$ cat src/rtl/sram_ctrl_pkg.sv
// rtl/sram_ctrl_pkg.sv - shared types and constants for the SRAM word controller
package sram_ctrl_pkg;

  typedef enum logic [2:0] {
    S_IDLE,
    S_RD_LO,
    S_RD_HI,
    S_WR_SETUP,
    S_WR_STROBE,
    S_WR_HOLD,
    S_DONE
  } state_e;

  localparam logic LO = 1'b0;
  localparam logic HI = 1'b1;

  localparam int ROM_WIN_BITS = 16;

  function automatic logic [20:0] byte_addr(input logic [19:0] word, input logic sel);
    return {word, sel};
  endfunction

endpackage

$ cat src/rtl/sram_cycle_timer.sv
// rtl/sram_cycle_timer.sv - loadable 4-bit down-counter; done while the count is zero
module sram_cycle_timer (
  input  logic       clk_i,
  input  logic       reset_i,
  input  logic       load_i,
  input  logic [3:0] load_val_i,
  output logic       done_o
);

  logic [3:0] cnt_q;

  always_ff @(posedge clk_i) begin
    if (reset_i) begin
      cnt_q <= 4'd0;
    end else if (load_i) begin
      cnt_q <= load_val_i;
    end else if (cnt_q != 4'd0) begin
      cnt_q <= cnt_q - 4'd1;
    end
  end

  assign done_o = (cnt_q == 4'd0);

endmodule

$ cat src/rtl/sram_word_ctrl.sv
// rtl/sram_word_ctrl.sv - sequences 16-bit word requests into 8-bit async SRAM cycles
// Define SRAM_ROM_GUARD_EN to suppress writes into the ROM window while rom_wp=1.
module sram_word_ctrl
  import sram_ctrl_pkg::*;
#(
  parameter int          ACCESS_CYCLES = 2,
  parameter logic [20:0] ROM_BASE      = 21'h0F0000
) (
  input  logic        clk_100,
  input  logic        reset,
  input  logic        req,
  output logic        ready,
  input  logic        we,
  input  logic [20:0] addr,
  input  logic [1:0]  be,
  input  logic [15:0] wdata,
  output logic [15:0] rdata,
  output logic        ack,
  input  logic        rom_wp,
  output logic        rom_hit,
  output logic [20:0] sram_a,
  output logic [7:0]  sram_d_out,
  input  logic [7:0]  sram_d_in,
  output logic        sram_d_oe,
  output logic        sram_we_n
);

  localparam logic [3:0] TMR_LOAD = 4'(ACCESS_CYCLES - 1);

  state_e      state_q;
  logic        ready_q, ack_q, rom_hit_q, oe_q, we_n_q, cur_q, be_hi_q;
  logic [19:0] word_q;
  logic [7:0]  hi_data_q, lo_byte_q, d_out_q;
  logic [15:0] rdata_q;
  logic [20:0] a_q;
  logic        tmr_load, tmr_done, rom_guard;

  logic unused_addr0;
  assign unused_addr0 = addr[0];

`ifdef SRAM_ROM_GUARD_EN
  assign rom_guard = we && rom_wp &&
                     (addr[20:ROM_WIN_BITS] == ROM_BASE[20:ROM_WIN_BITS]);
`else
  logic unused_rom_wp;
  assign unused_rom_wp = rom_wp;
  assign rom_guard     = 1'b0;
`endif

  // Reload on entry to each read byte and to each write strobe.
  assign tmr_load = (state_q == S_IDLE && req && !we) ||
                    (state_q == S_RD_LO && tmr_done) ||
                    (state_q == S_WR_SETUP);

  sram_cycle_timer u_timer (
    .clk_i      (clk_100),
    .reset_i    (reset),
    .load_i     (tmr_load),
    .load_val_i (TMR_LOAD),
    .done_o     (tmr_done)
  );

  always_ff @(posedge clk_100) begin
    if (reset) begin
      state_q   <= S_IDLE;
      ready_q   <= 1'b1;
      ack_q     <= 1'b0;
      rom_hit_q <= 1'b0;
      rdata_q   <= 16'd0;
      a_q       <= 21'd0;
      d_out_q   <= 8'd0;
      oe_q      <= 1'b0;
      we_n_q    <= 1'b1;
      word_q    <= 20'd0;
      be_hi_q   <= 1'b0;
      hi_data_q <= 8'd0;
      lo_byte_q <= 8'd0;
      cur_q     <= LO;
    end else begin
      ack_q     <= 1'b0;
      rom_hit_q <= 1'b0;
      case (state_q)
        S_IDLE: if (req) begin
          ready_q   <= 1'b0;
          word_q    <= addr[20:1];
          be_hi_q   <= be[1];
          hi_data_q <= wdata[15:8];
          if (!we) begin
            state_q <= S_RD_LO;
            a_q     <= byte_addr(addr[20:1], LO);
          end else if (rom_guard || be == 2'b00) begin
            state_q   <= S_DONE;
            ack_q     <= 1'b1;
            rom_hit_q <= rom_guard;
          end else begin
            state_q <= S_WR_SETUP;
            cur_q   <= be[0] ? LO : HI;
            a_q     <= byte_addr(addr[20:1], be[0] ? LO : HI);
            d_out_q <= be[0] ? wdata[7:0] : wdata[15:8];
            oe_q    <= 1'b1;
          end
        end
        S_RD_LO: if (tmr_done) begin
          lo_byte_q <= sram_d_in;
          a_q       <= byte_addr(word_q, HI);
          state_q   <= S_RD_HI;
        end
        S_RD_HI: if (tmr_done) begin
          rdata_q <= {sram_d_in, lo_byte_q};
          ack_q   <= 1'b1;
          state_q <= S_DONE;
        end
        S_WR_SETUP: begin
          we_n_q  <= 1'b0;
          state_q <= S_WR_STROBE;
        end
        S_WR_STROBE: if (tmr_done) begin
          we_n_q  <= 1'b1;
          state_q <= S_WR_HOLD;
        end
        S_WR_HOLD: if (cur_q == LO && be_hi_q) begin
          cur_q   <= HI;
          a_q     <= byte_addr(word_q, HI);
          d_out_q <= hi_data_q;
          state_q <= S_WR_SETUP;
        end else begin
          oe_q    <= 1'b0;
          ack_q   <= 1'b1;
          state_q <= S_DONE;
        end
        S_DONE: begin
          ready_q <= 1'b1;
          state_q <= S_IDLE;
        end
        default: state_q <= S_IDLE;
      endcase
    end
  end

  assign ready      = ready_q;
  assign ack        = ack_q;
  assign rom_hit    = rom_hit_q;
  assign rdata      = rdata_q;
  assign sram_a     = a_q;
  assign sram_d_out = d_out_q;
  assign sram_d_oe  = oe_q;
  assign sram_we_n  = we_n_q;

endmodule

$ cat config.mk
export PLATFORM = sky130hd
export DESIGN_NAME = sram_word_ctrl
export DESIGN_NICKNAME = d
export VERILOG_FILES = /design/src/rtl/sram_ctrl_pkg.sv /design/src/rtl/sram_cycle_timer.sv /design/src/rtl/sram_word_ctrl.sv
export SDC_FILE = /design/constraint.sdc
export NUM_CORES = 1
export LEC_CHECK = 0
export ABC_AREA = 1
export BUFFER_PORTS_ARGS = -buffer_cell sky130_fd_sc_hd__buf_2
export CORE_ASPECT_RATIO = 1.75
export CORE_UTILIZATION = 48
export DETAILED_ROUTE_END_ITERATION = 8
export PLACE_DENSITY = 0.82
export SYNTH_ARGS = -nofsm -noshare
export SYNTH_HDL_FRONTEND = slang
export SYNTH_SLANG_ARGS = --single-unit
$ cat constraint.sdc
create_clock -name clk_100 -period 1.4 [get_ports clk_100]
set_clock_uncertainty 0.2 [all_clocks]
set_input_delay 0.14 -clock clk_100 [delete_from_list [all_inputs] [get_ports clk_100]]
set_output_delay 0.14 -clock clk_100 [all_outputs]
set_load 0.005 [all_outputs]
==> results of run 1 <==
==> state kept, by name, indices dropped and copies added (netlist names) <==
signal / count
be_hi_q: 1
hi_data_q: 8
sram_d_oe: 1
cur_q: 1
lo_byte_q: 8
u_timer.cnt_q: 4
word_q: 20
state_q: 3
sram_we_n: 1
sram_d_out: 8
ack: 1
rdata: 16
ready: 1
sram_a: 21
==> kinds of logic after synthesis <==
family / synth area share
adder cells (fa/ha/maj): 0.002960
buffers and inverters: 0.1137
AND/OR/NAND/NOR: 0.2827
XOR/XNOR: 0.006218
flip-flops: 0.4452
AO/OA/AOI/OAI: 0.1483
other: 0.0008872
==> cell type report <==
cell class	instances	share of cell area
tap	117	0.02137
timing repair inverter	1	0.001644
inverter	77	0.04693
timing repair buffer	200	0.2463
clock inverter	6	0.01004
clock buffer	10	0.03488
multi-input combinational	414	0.3623
sequential	94	0.2765
==> metal layers <==
layer / part of all wire / vias to the layer above / wire, um
li1: - / 2302 / -
met1: 0.32 / 2398 / 5568
met2: 0.51 / 368 / 8936
met3: 0.081 / 147 / 1410
met4: 0.088 / 0 / 1533
met5: 0 / - / 0
==> worst max-delay path: cells and delay by family (launching register included) <==
family / cells / cell delay (ps)
flip-flops: 1 / 380
AND/OR/NAND/NOR: 7 / 750
buffers and inverters: 2 / 330
==> per-stage QoR <==
| stage | utilization | area [um^2] | cells | TNS, ps |
|---|---|---|---|---|
| 6_report | 0.7954 | 6852 | 919 | -20340 |
| 5_1_grt | 0.7954 | 6852 | 919 | -25510 |
| 4_1_cts | 0.7370 | 6349 | 901 | -9853 |
| 3_5_place_dp | 0.6035 | 5199 | 834 | -14400 |
| 3_3_place_gp | 0.6035 | 5199 | 834 | -9205 |
| 2_1_floorplan | - | 4434 | 616 | -4263 |
==> final timing paths <==
check                                                  end  slack [ps]  cells past startpoint
worst min register to register     word_q[18]$_SDFFE_PP0P_         250                      2
worst max register to register     sram_a[10]$_SDFFE_PP0P_        -360                      9
worst min-delay path            sram_d_out[0]$_SDFFE_PP0P_          30                      7
worst max-delay path               sram_a[10]$_SDFFE_PP0P_        -360                      9
==> power by group through the flow <==
stage	Combinational, mW	Clock, mW	Sequential, mW
floorplan	4.33	0	4.04
global placement	5.87	0	4.01
detailed placement	6.12	0	4.05
CTS	7.73	2.53	4.07
global route	10.6	2.68	4.23
finish	9.96	2.58	4.19
==> timing repair <==
item	in CTS	in global routing
setup endpoints to repair	93	94
hold buffers	38	0
gates cloned	5	4
hold endpoints to repair	51	0
pin swaps	21	39
buffers inserted	8	16
gates resized for setup	91	90
==> Yosys cell counts (3+ instances only) <==
| library cell | instances | area share |
|---|---|---|
| sky130_fd_sc_hd__clkbuf_1 | 11 | 0.0098 |
| sky130_fd_sc_hd__nand4_1 | 3 | 0.0044 |
| sky130_fd_sc_hd__buf_2 | 10 | 0.012 |
| sky130_fd_sc_hd__nand2_1 | 117 | 0.10 |
| sky130_fd_sc_hd__nand3_1 | 29 | 0.034 |
| sky130_fd_sc_hd__buf_1 | 3 | 0.0027 |
| sky130_fd_sc_hd__dfxtp_1 | 94 | 0.45 |
| sky130_fd_sc_hd__inv_2 | 8 | 0.0071 |
| sky130_fd_sc_hd__buf_6 | 5 | 0.013 |
| sky130_fd_sc_hd__o21ai_1 | 11 | 0.013 |
| sky130_fd_sc_hd__buf_4 | 4 | 0.0071 |
| sky130_fd_sc_hd__nand2_2 | 5 | 0.0074 |
| sky130_fd_sc_hd__nor2_1 | 118 | 0.10 |
| sky130_fd_sc_hd__a21oi_1 | 36 | 0.043 |
| sky130_fd_sc_hd__inv_1 | 68 | 0.060 |
| sky130_fd_sc_hd__o21ai_0 | 71 | 0.084 |
==> impl_summary.md, run 1 <==
Synth
The net count of the mapped netlist is 669. For this run, the register share of the synthesized area comes to 0.4452. The number of instances in the synthesized netlist is 616. The synthesized design contains 0 enable-type register cells. Each instance of the synthesized netlist takes up on average 6.861 um^2. The async set-or-reset flop fraction in the synthesized netlist is 0. The number of storage elements in the synthesis netlist is 94.

The flip-flop cell with the highest count after synthesis is sky130_fd_sc_hd__dfxtp_1. The Yosys step of the flow raised 0 warnings. Summing every instance area after synthesis gives 4227 um^2. The number of distinct standard cells referenced by the synthesized netlist is 34.

Finish
The area taken by flip-flops and latches is 1894 um^2. The area of the multi-input gates is 2482 um^2. The layout net count is 850. The most frequent standard cell in the layout excluding fill and tap cells is sky130_fd_sc_hd__nand2_1. The area growth from synthesis to layout is 62.11%.

The top cell types in the final layout, fill and taps aside, are sky130_fd_sc_hd__nand2_1, sky130_fd_sc_hd__buf_2, sky130_fd_sc_hd__dfxtp_1. The ratio of cells with drive above 1 in the final layout is 0.4102. The filler cells instantiated in the layout total 463.

The number of diodes added for antenna fixing is 0.

Global route
The global-route track usage on met3 is 0.06640. The global routing's busiest layer is met2. In the global route stage, met2 resource usage came out at 0.5542.

The met1 layer usage reported by global route is 0.2993. Across every metal layer, demand over resource in global routing totals 0.3073. The pin count of the biggest net entering global routing is 61. The total congestion overflow is 0.

The via count of the first global-routing pass was 4741. The number of antenna violations at the first check in global routing was 0. The first global-routing pass estimated 21800 um of wire.

Timing
The period utilization is 1.257. The final-layout worst hold slack is 33.47 ps. The number of failing setup endpoints in the final timing report is 93.

Setup repair after global routing could not meet its margin everywhere. The maximum clock frequency is 0.5682 GHz. The max-slew violation total from the final report was 0. The number of endpoints with negative hold slack in the final report is 0.

The post-layout worst setup margin is -360.0 ps. The post-route minimum period is 1760 ps.

Worst setup path
STA classifies the critical path startpoint as a flop. The launching element of the worst setup path is state_q[1]$_SDFFE_PP0P_. For the worst setup path, the data required time is 1460 ps. The worst setup path is captured at a flop. The signal on the critical path passes through inv_4 -> nand2_8 -> nor2_2 -> nor2_1 -> nor2_4 -> clkbuf_16 -> nand3_2 -> nand2_1 -> nor2_1. The maximum fanout count along the critical path is 10. The worst setup path is of the flop to flop kind. The arrival time of data at the critical path endpoint is 1820 ps.

Counting stages on the worst path, the most repeated cell is sky130_fd_sc_hd__nor2_1. The slowest stage of the critical path belongs to the cell sky130_fd_sc_hd__dfxtp_4. The peak per-stage delay on the critical path is 380 ps. The startpoint of the worst-slack reg-to-reg timing path is state_q[1]$_SDFFE_PP0P_.

Floorplan
The floorplan step defined a core boundary enclosing 8615 um^2. The die is 126.1 um tall. The effective utilization at floorplan is 0.4906. The row count is 45.

For this design the top-level I/O count stands at 102. Measured along the x axis, the die boundary spans 72.94 um. The die covers 9200 um^2.

Clock tree
Counting along the longest clock path gives a buffer depth of 2. The clock sink count is 94. The tree is rooted in a sky130_fd_sc_hd__clkbuf_16. The H-tree was split into 3 levels. The TritonCTS clock tree is built. Counting the buffers created by CTS gives 9. The CTS clock-pin slew for the worst setup and hold paths is 70 ps.

The source-to-sink clock delay at the later pin of the worst-skew pair is 360 ps.

Power
The share of total power dissipated in combinational logic is 0.595. The worst supply voltage drop on vdd is 0.001380 V. The total power divided by cell area is 2442 nW/um^2. Of the total power, the share spent switching nets is 0.4393. The leakage dissipation is 3.265 nW.

The sequential fraction of design power is 0.250. The net switching power of the design is 7.351 mW. The cell-internal power is 9.381 mW. Of the total power, the clock network draws 0.154. The total design power is 16.73 mW.

Routing
Summing over every cut layer, the via total after detailed routing is 5215. The average via count per standard cell is 5.675. For this run, the detailed router's first-pass iteration total came to 6. The first routing iteration left 567 violations. The remaining antenna violation count is 0. The number of remaining DRC errors is 0. The average wire per standard cell is 18.99 um. The total length of routed wires is 17450 um.

Placement
At the placement stage, the worst setup path has a slack of -322.0 ps. The HPWL reported at the end of detailed placement is 7350 um. In this run the tool buffered the top-level ports with 98 buffer cells. The congestion estimate from routability-driven global placement came to 0.8742.

Run status
The run finished, with violations left. The final reports fail on negative setup slack.

Min path
The path class of the lowest-slack min-delay path is input port to flop. The start point of the worst min-delay path is wdata[0].

Job
The tool flagged a number of max-cap violations equal to 0.
(Power assumes the default switching activity.)
==> run 2, diff against run 1 <==
Settings changed: PLACE_DENSITY 0.82 to 0.76.
==> impl_summary.md, run 2 (synthesis gave the netlist of run 1 again) <==
Finish
The most frequent standard cell in the layout excluding fill and tap cells is sky130_fd_sc_hd__nand2_1. Leaving out fill and tap cells, the most frequent cells in the layout are sky130_fd_sc_hd__nand2_1, sky130_fd_sc_hd__buf_2, sky130_fd_sc_hd__dfxtp_1. The area growth from synthesis to layout is 57.96%. The layout net count is 844. The number of flip-flops in the largest register is 21. The number of standard cells in the final layout excluding fillers is 913. The ratio of cells with drive above 1 in the final layout is 0.4033.

The number of diodes added for antenna fixing is 0. Measured on the finished design, the core utilization comes to 0.7750.

Clock tree
The number of H-tree levels is 3. The number of buffers between clock root and the deepest sink is 2. The clock reaches the later pin of the worst-skew pair after 360 ps.

The CTS clock-pin slew for the worst setup and hold paths is 70 ps. Clock tree synthesis inserted a total of 9 buffers. The clock tree root driver cell is sky130_fd_sc_hd__clkbuf_16. The clock sink count is 94. The TritonCTS clock tree is built.

Worst setup path
The critical path is of the flop to flop type. The worst setup path is launched from a flop. Traced cell by cell, the critical path runs through inv_2 -> ha_4 -> nand2_4 -> nand2_4 -> nand2_4 -> buf_12 -> nor2_2 -> nor2_1 -> nor2_1. Data on the critical path is required at its endpoint by 1490 ps. The launching element of the worst setup path is u_timer.cnt_q[0]$_SDFFE_PP0P_.

The setup check on the worst reg-to-reg path leaves a slack of -310 ps. The startpoint of the worst-slack reg-to-reg timing path is u_timer.cnt_q[0]$_SDFFE_PP0P_. Of all nets on the critical path, the largest fanout is 5. The worst flop-to-flop path endpoint is sram_a[2]$_SDFFE_PP0P_.

Among the stages of the critical path, the cell type that occurs most often is sky130_fd_sc_hd__nand2_4. STA classifies the critical path endpoint as a flop. The number of cell instances on the worst register-to-register path is 9.

The cell with the largest stage delay on the worst path is sky130_fd_sc_hd__dfxtp_1. The arrival time of data at the critical path endpoint is 1800 ps. The peak per-stage delay on the critical path is 310 ps.

Timing
Derived from the worst setup path, the maximum achievable clock frequency is 0.5844 GHz. The number of endpoints with negative hold slack in the final report was 0. The post-route minimum period is 1711 ps. Setup repair after global routing could not meet its margin everywhere.

The max-slew violation total from the final report is 0. The final-layout worst hold slack is 35.65 ps. Setup slack on the critical path of the routed design comes to -311.3 ps. Setup violations remaining at the end of the flow were counted as 93. Of the available clock period, the critical path in the final layout requires 1.222.

Power
IR analysis of the VDD net gives a maximum drop of 0.001174 V. The total power divided by cell area is 2385 nW/um^2. Total power for the finished layout comes to 15.92 mW. For this design the static power due to leakage is 3.224 nW.

Min path
The worst hold path was traced through 7 stages. The path class of the lowest-slack min-delay path is input port to flop. The sink of the worst hold path is sram_d_out[5]$_SDFFE_PP0P_. The startpoint identified for the worst hold timing path is wdata[5].

Floorplan
The overall die height is 126.1 um. The row count is 45. The die footprint is 9200 um^2. The core region is 8615 um^2. The x dimension of the die is 72.94 um. The effective utilization at floorplan is 0.4906. 102 I/O pins were placed.

Global route
The total overflow left after global routing is 0. The wire length of the first global-routing pass is 20620 um. The number of antenna violations at the first check in global routing came to 0. The via count of the first global-routing pass is 4598. Entering global routing, the biggest net connects 37 pins. The global-route usage over all layers is 0.2907.

Routing
The average wire per standard cell is 16.43 um. The number of remaining DRC errors is 0. The number of optimization iterations in the first detailed-route pass is 5. The average via count per standard cell is 5.392. The remaining antenna violation count is 0.

For this block, the routed nets add up to 15010 um of wire. The violation count after the first detailed-route iteration is 403. The detailed-route via count is 4923.

Run status
The run finished, with violations left. The checks that failed: negative setup slack.

Placement
Including well taps, the total number of placed cells is 837. Port buffering added 98 buffers. After legalization and detailed placement, the total HPWL measured 7427 um.

The global placer's final weighted congestion is 0.8717.

Job
The tool flagged a number of max-cap violations equal to 0.
## run 2: cell count changes in the layout (fill, tap and decap cells not counted), moves of 2 or more
cell and change:
sky130_fd_sc_hd__nand2_2 +7, sky130_fd_sc_hd__buf_6 -9, sky130_fd_sc_hd__clkinv_4 +2, sky130_fd_sc_hd__nor2_4 +2, sky130_fd_sc_hd__nand2_8 -4, sky130_fd_sc_hd__a21oi_1 +2
sky130_fd_sc_hd__nand2_1 -2, sky130_fd_sc_hd__buf_4 +5, sky130_fd_sc_hd__inv_1 +2, sky130_fd_sc_hd__nor2_2 -2, sky130_fd_sc_hd__inv_4 -3
## run 2: through the flow
step | worst slack (ps) | TNS, ps | instance area (um^2)
4_1_cts | -151.6 | -8593 | 6325
2_1_floorplan | -116.9 | -4263 | 4434
5_1_grt | -544.0 | -22620 | 6676
6_report | -311.3 | -16130 | 6676
3_5_place_dp | -289.5 | -14950 | 5209
3_3_place_gp | -218.1 | -11210 | 5209
## run 2: critical path: cells and delay by family, from the launching register on
family                     cells  cell delay (ps)
buffers and inverters          2              220
adders and majority gates      1              160
and+or+nand+nor                6              760
DFF                            1              310
## run 2: what timing repair did
item	4_1_cts	5_1_grt
endpoints found under the setup margin	93	94
hold endpoints to repair	51	0
hold buffers	38	0
gates resized for setup	79	83
setup buffers	9	7
cloned	6	2
pin swaps	14	23
## run 2: per-layer routing
layer	part of all wire	routed length, um	track usage
met5	0	0	0
met4	0.054	817	0.1638
met3	0.058	864	0.05920
met2	0.54	8157	0.5371
met1	0.34	5165	0.2913
## run 2: final cells by class
| type | instances | area [um^2] |
|---|---|---|
| inverters | 77 | 314.1 |
| repair buffers | 194 | 1577 |
| clock buffers | 10 | 239.0 |
| flip-flops and latches | 94 | 1894 |
| well taps | 117 | 146.4 |
| clock inverters | 6 | 70.07 |
| multi-input cells | 415 | 2436 |
| fillers | 542 | 1938 |
## run 2: report_power, final
| part | total (mW) | internal [mW] | switching, mW |
|---|---|---|---|
| Clock | 2.55 | 1.45 | 1.11 |
| Sequential | 4.14 | 3.62 | 0.516 |
| Combinational | 9.23 | 4.02 | 5.21 |
| Total | 15.9 | 9.09 | 6.83 |
## run 2: worst max path at each step
stage	to	slack (ps)	cells past startpoint
final	sram_a[2]$_SDFFE_PP0P_	-310	9
after detailed placement	sram_a[17]$_SDFFE_PP0P_	-290	8
after global routing	sram_a[2]$_SDFFE_PP0P_	-540	9
after floorplan	word_q[17]$_SDFFE_PP0P_	-120	9
after CTS	sram_a[17]$_SDFFE_PP0P_	-150	9
after global placement	sram_a[20]$_SDFFE_PP0P_	-220	8
==> run 3, diff against run 2 <==
Settings changed: CORE_UTILIZATION 48 to 53, PLACE_DENSITY 0.76 to 0.79.
Clock period 1.4 ns to 1.9 ns, I/O delays scaled along.
==> impl_summary.md, run 3 (synthesis gave the netlist of run 1 again) <==
Run status
The run finished with clean final reports.

Routing
The first TritonRoute pass finished after 6 iterations. In the final routed layout, each cell accounts on average for 12.50 um. The violation count after the first detailed-route iteration is 271. The detailed router placed 4320 vias in this run. The number of remaining DRC errors is 0.

The total length of routed wires is 10510 um. The count of nets left with antenna violations once routing finished came out at 0. The average via count per standard cell is 5.137.

Placement
Routability-driven placement finished with a final weighted congestion of 0.8607. The total instance count after detailed placement is 787. The HPWL reported at the end of detailed placement is 6910 um. Input and output buffers added on the ports amount to 98.

Prior to clock tree synthesis, the placed netlist has a worst setup slack of -68.08 ps.

Worst setup path
The peak per-stage delay on the critical path is 320 ps. Data arrives at the worst endpoint at 1760 ps. The critical path class is flop to flop. The critical path goes through inv_1 -> ha_1 -> nand2_2 -> nand2_2 -> nand2_2 -> buf_4 -> inv_4 -> nand3_1 -> nand2_1 -> nor2_1.

The most numerous cell type found on the critical path is sky130_fd_sc_hd__nand2_2. The worst setup path is captured at a flop. STA classifies the critical path startpoint as a flop. The slowest stage of the critical path is the sky130_fd_sc_hd__dfxtp_1 cell.

The maximum fanout count along the critical path is 21. The required time of the worst setup path is 1940 ps.

Clock tree
The number of H-tree levels is 3. Clock tree synthesis inserted a total of 9 buffers. The TritonCTS clock tree is built. The source-to-sink clock delay at the later pin of the worst-skew pair is 340 ps. Clock tree synthesis selected as its root buffer the cell sky130_fd_sc_hd__clkbuf_16.

The clock sink count is 94. The number of buffers between clock root and the deepest sink is 2. The count of buffers added by post-CTS timing repair for setup is 0. The CTS clock-pin slew for the worst setup and hold paths is 60 ps.

Timing
The number of endpoints with negative hold slack in the final report came to 0. The period utilization is 0.9057. After layout, the worst setup slack is 179.3 ps. Setup violations remaining at the end of the flow were counted as 0. The tightest hold path in the finished design has a slack of 70.91 ps.

The max-slew violation total from the final report came to 0. Derived from the worst setup path, the maximum achievable clock frequency is 0.5811 GHz. After layout, the minimum clock period comes to 1721 ps.

Setup repair after global routing left no endpoint under its margin.

Floorplan
The number of top-level design ports is 102. The total area inside the core boundary comes to 7620 um^2. The initial utilization of the core area, before any placement, comes to 0.5547. The row count is 42. Measured along the x axis, the die boundary spans 69.51 um.

The die covers 8350 um^2. The overall die height is 120.1 um.

Global route
The total congestion overflow is 0. The number of antenna violations at the first check in global routing is 0. The via count of the first global-routing pass is 4122. In the global route stage, overall resource usage came out at 0.2658. Entering global routing, the biggest net connects 58 pins. The first global-routing pass estimated 17840 um of wire.

Power
IR analysis of the VDD net gives a maximum drop of 0.001053 V. The total design power is 8.659 mW. Power spread over the standard cell area amounts to 1576 nW/um^2. The leakage dissipation is 2.825 nW.

Job
The tool flagged a number of max-cap violations equal to 0.

Finish
The final standard cell utilization of the core is 0.7212. The finished layout holds 841 standard cells, fillers aside. The ratio of cells with drive above 1 in the final layout is 0.2085.

The number of diodes added for antenna fixing is 0. The register with the most flip-flops in the layout has 21 of them. The layout net count is 801. The most frequent standard cell in the layout excluding fill and tap cells is sky130_fd_sc_hd__nor2_1. The fill cell instance count of the final layout is 594.

In the layout the commonest cells are sky130_fd_sc_hd__nor2_1, sky130_fd_sc_hd__nand2_1, sky130_fd_sc_hd__buf_2. The area growth from synthesis to layout is 30.02%.

Min path
The path class of the tightest hold or removal check is input port to flop.
[run 3: what timing repair did]
item / in CTS / in global routing
pin swaps: 0 / 0
endpoints found under the setup margin: 23 / 33
resized for setup: 2 / 4
hold buffers: 38 / 0
endpoints found under the hold margin: 51 / 0
[run 3: worst max-delay path, delay by kind of cell (launching register included)]
family / cells / cell delay (ps)
and+or+nand+nor: 6 / 510
buffers and inverters: 3 / 410
DFF: 1 / 320
adders and majority gates: 1 / 190
[run 3: final timing paths]
check | startpoint | to | slack (ps) | cells after the start
worst min-delay path | we | u_timer.cnt_q[0]$_SDFFE_PP0P_ | 70 | 4
worst max register to register | u_timer.cnt_q[1]$_SDFFE_PP0P_ | sram_a[0]$_SDFFE_PP0P_ | 180 | 10
worst max-delay path | u_timer.cnt_q[1]$_SDFFE_PP0P_ | sram_a[0]$_SDFFE_PP0P_ | 180 | 10
worst min register to register | word_q[1]$_SDFFE_PP0P_ | word_q[1]$_SDFFE_PP0P_ | 240 | 2
[run 3: routing by layer]
metal / track usage / share of wire
met5: 0 / 0
met3: 0.05877 / 0.048
met4: 0.1722 / 0.044
met1: 0.2839 / 0.40
met2: 0.4642 / 0.51
[run 3: final cells by class]
type	instances	area, um^2	area share
Tap cell	88	110.1	0.02004
Sequential cell	94	1882	0.3424
Clock inverter	4	45.04	0.008197
Multi-Input combinational cell	412	1874	0.3411
Timing Repair Buffer	154	1031	0.1876
Inverter	77	296.5	0.05396
Clock buffer	12	256.5	0.04668
[run 3: through the flow]
stage	setup TNS, ps	instance area, um^2
5_1_grt	0	5495
4_1_cts	0	5488
2_1_floorplan	0	4227
3_5_place_dp	-605.4	4798
6_report	0	5495
3_3_place_gp	0	4798
[run 3: power breakdown]
part	leakage (nW)	internal (mW)	switching, mW
registers	0.774	2.65	0.296
logic	1.90	1.49	2.41
clock network	0.152	1.08	0.726
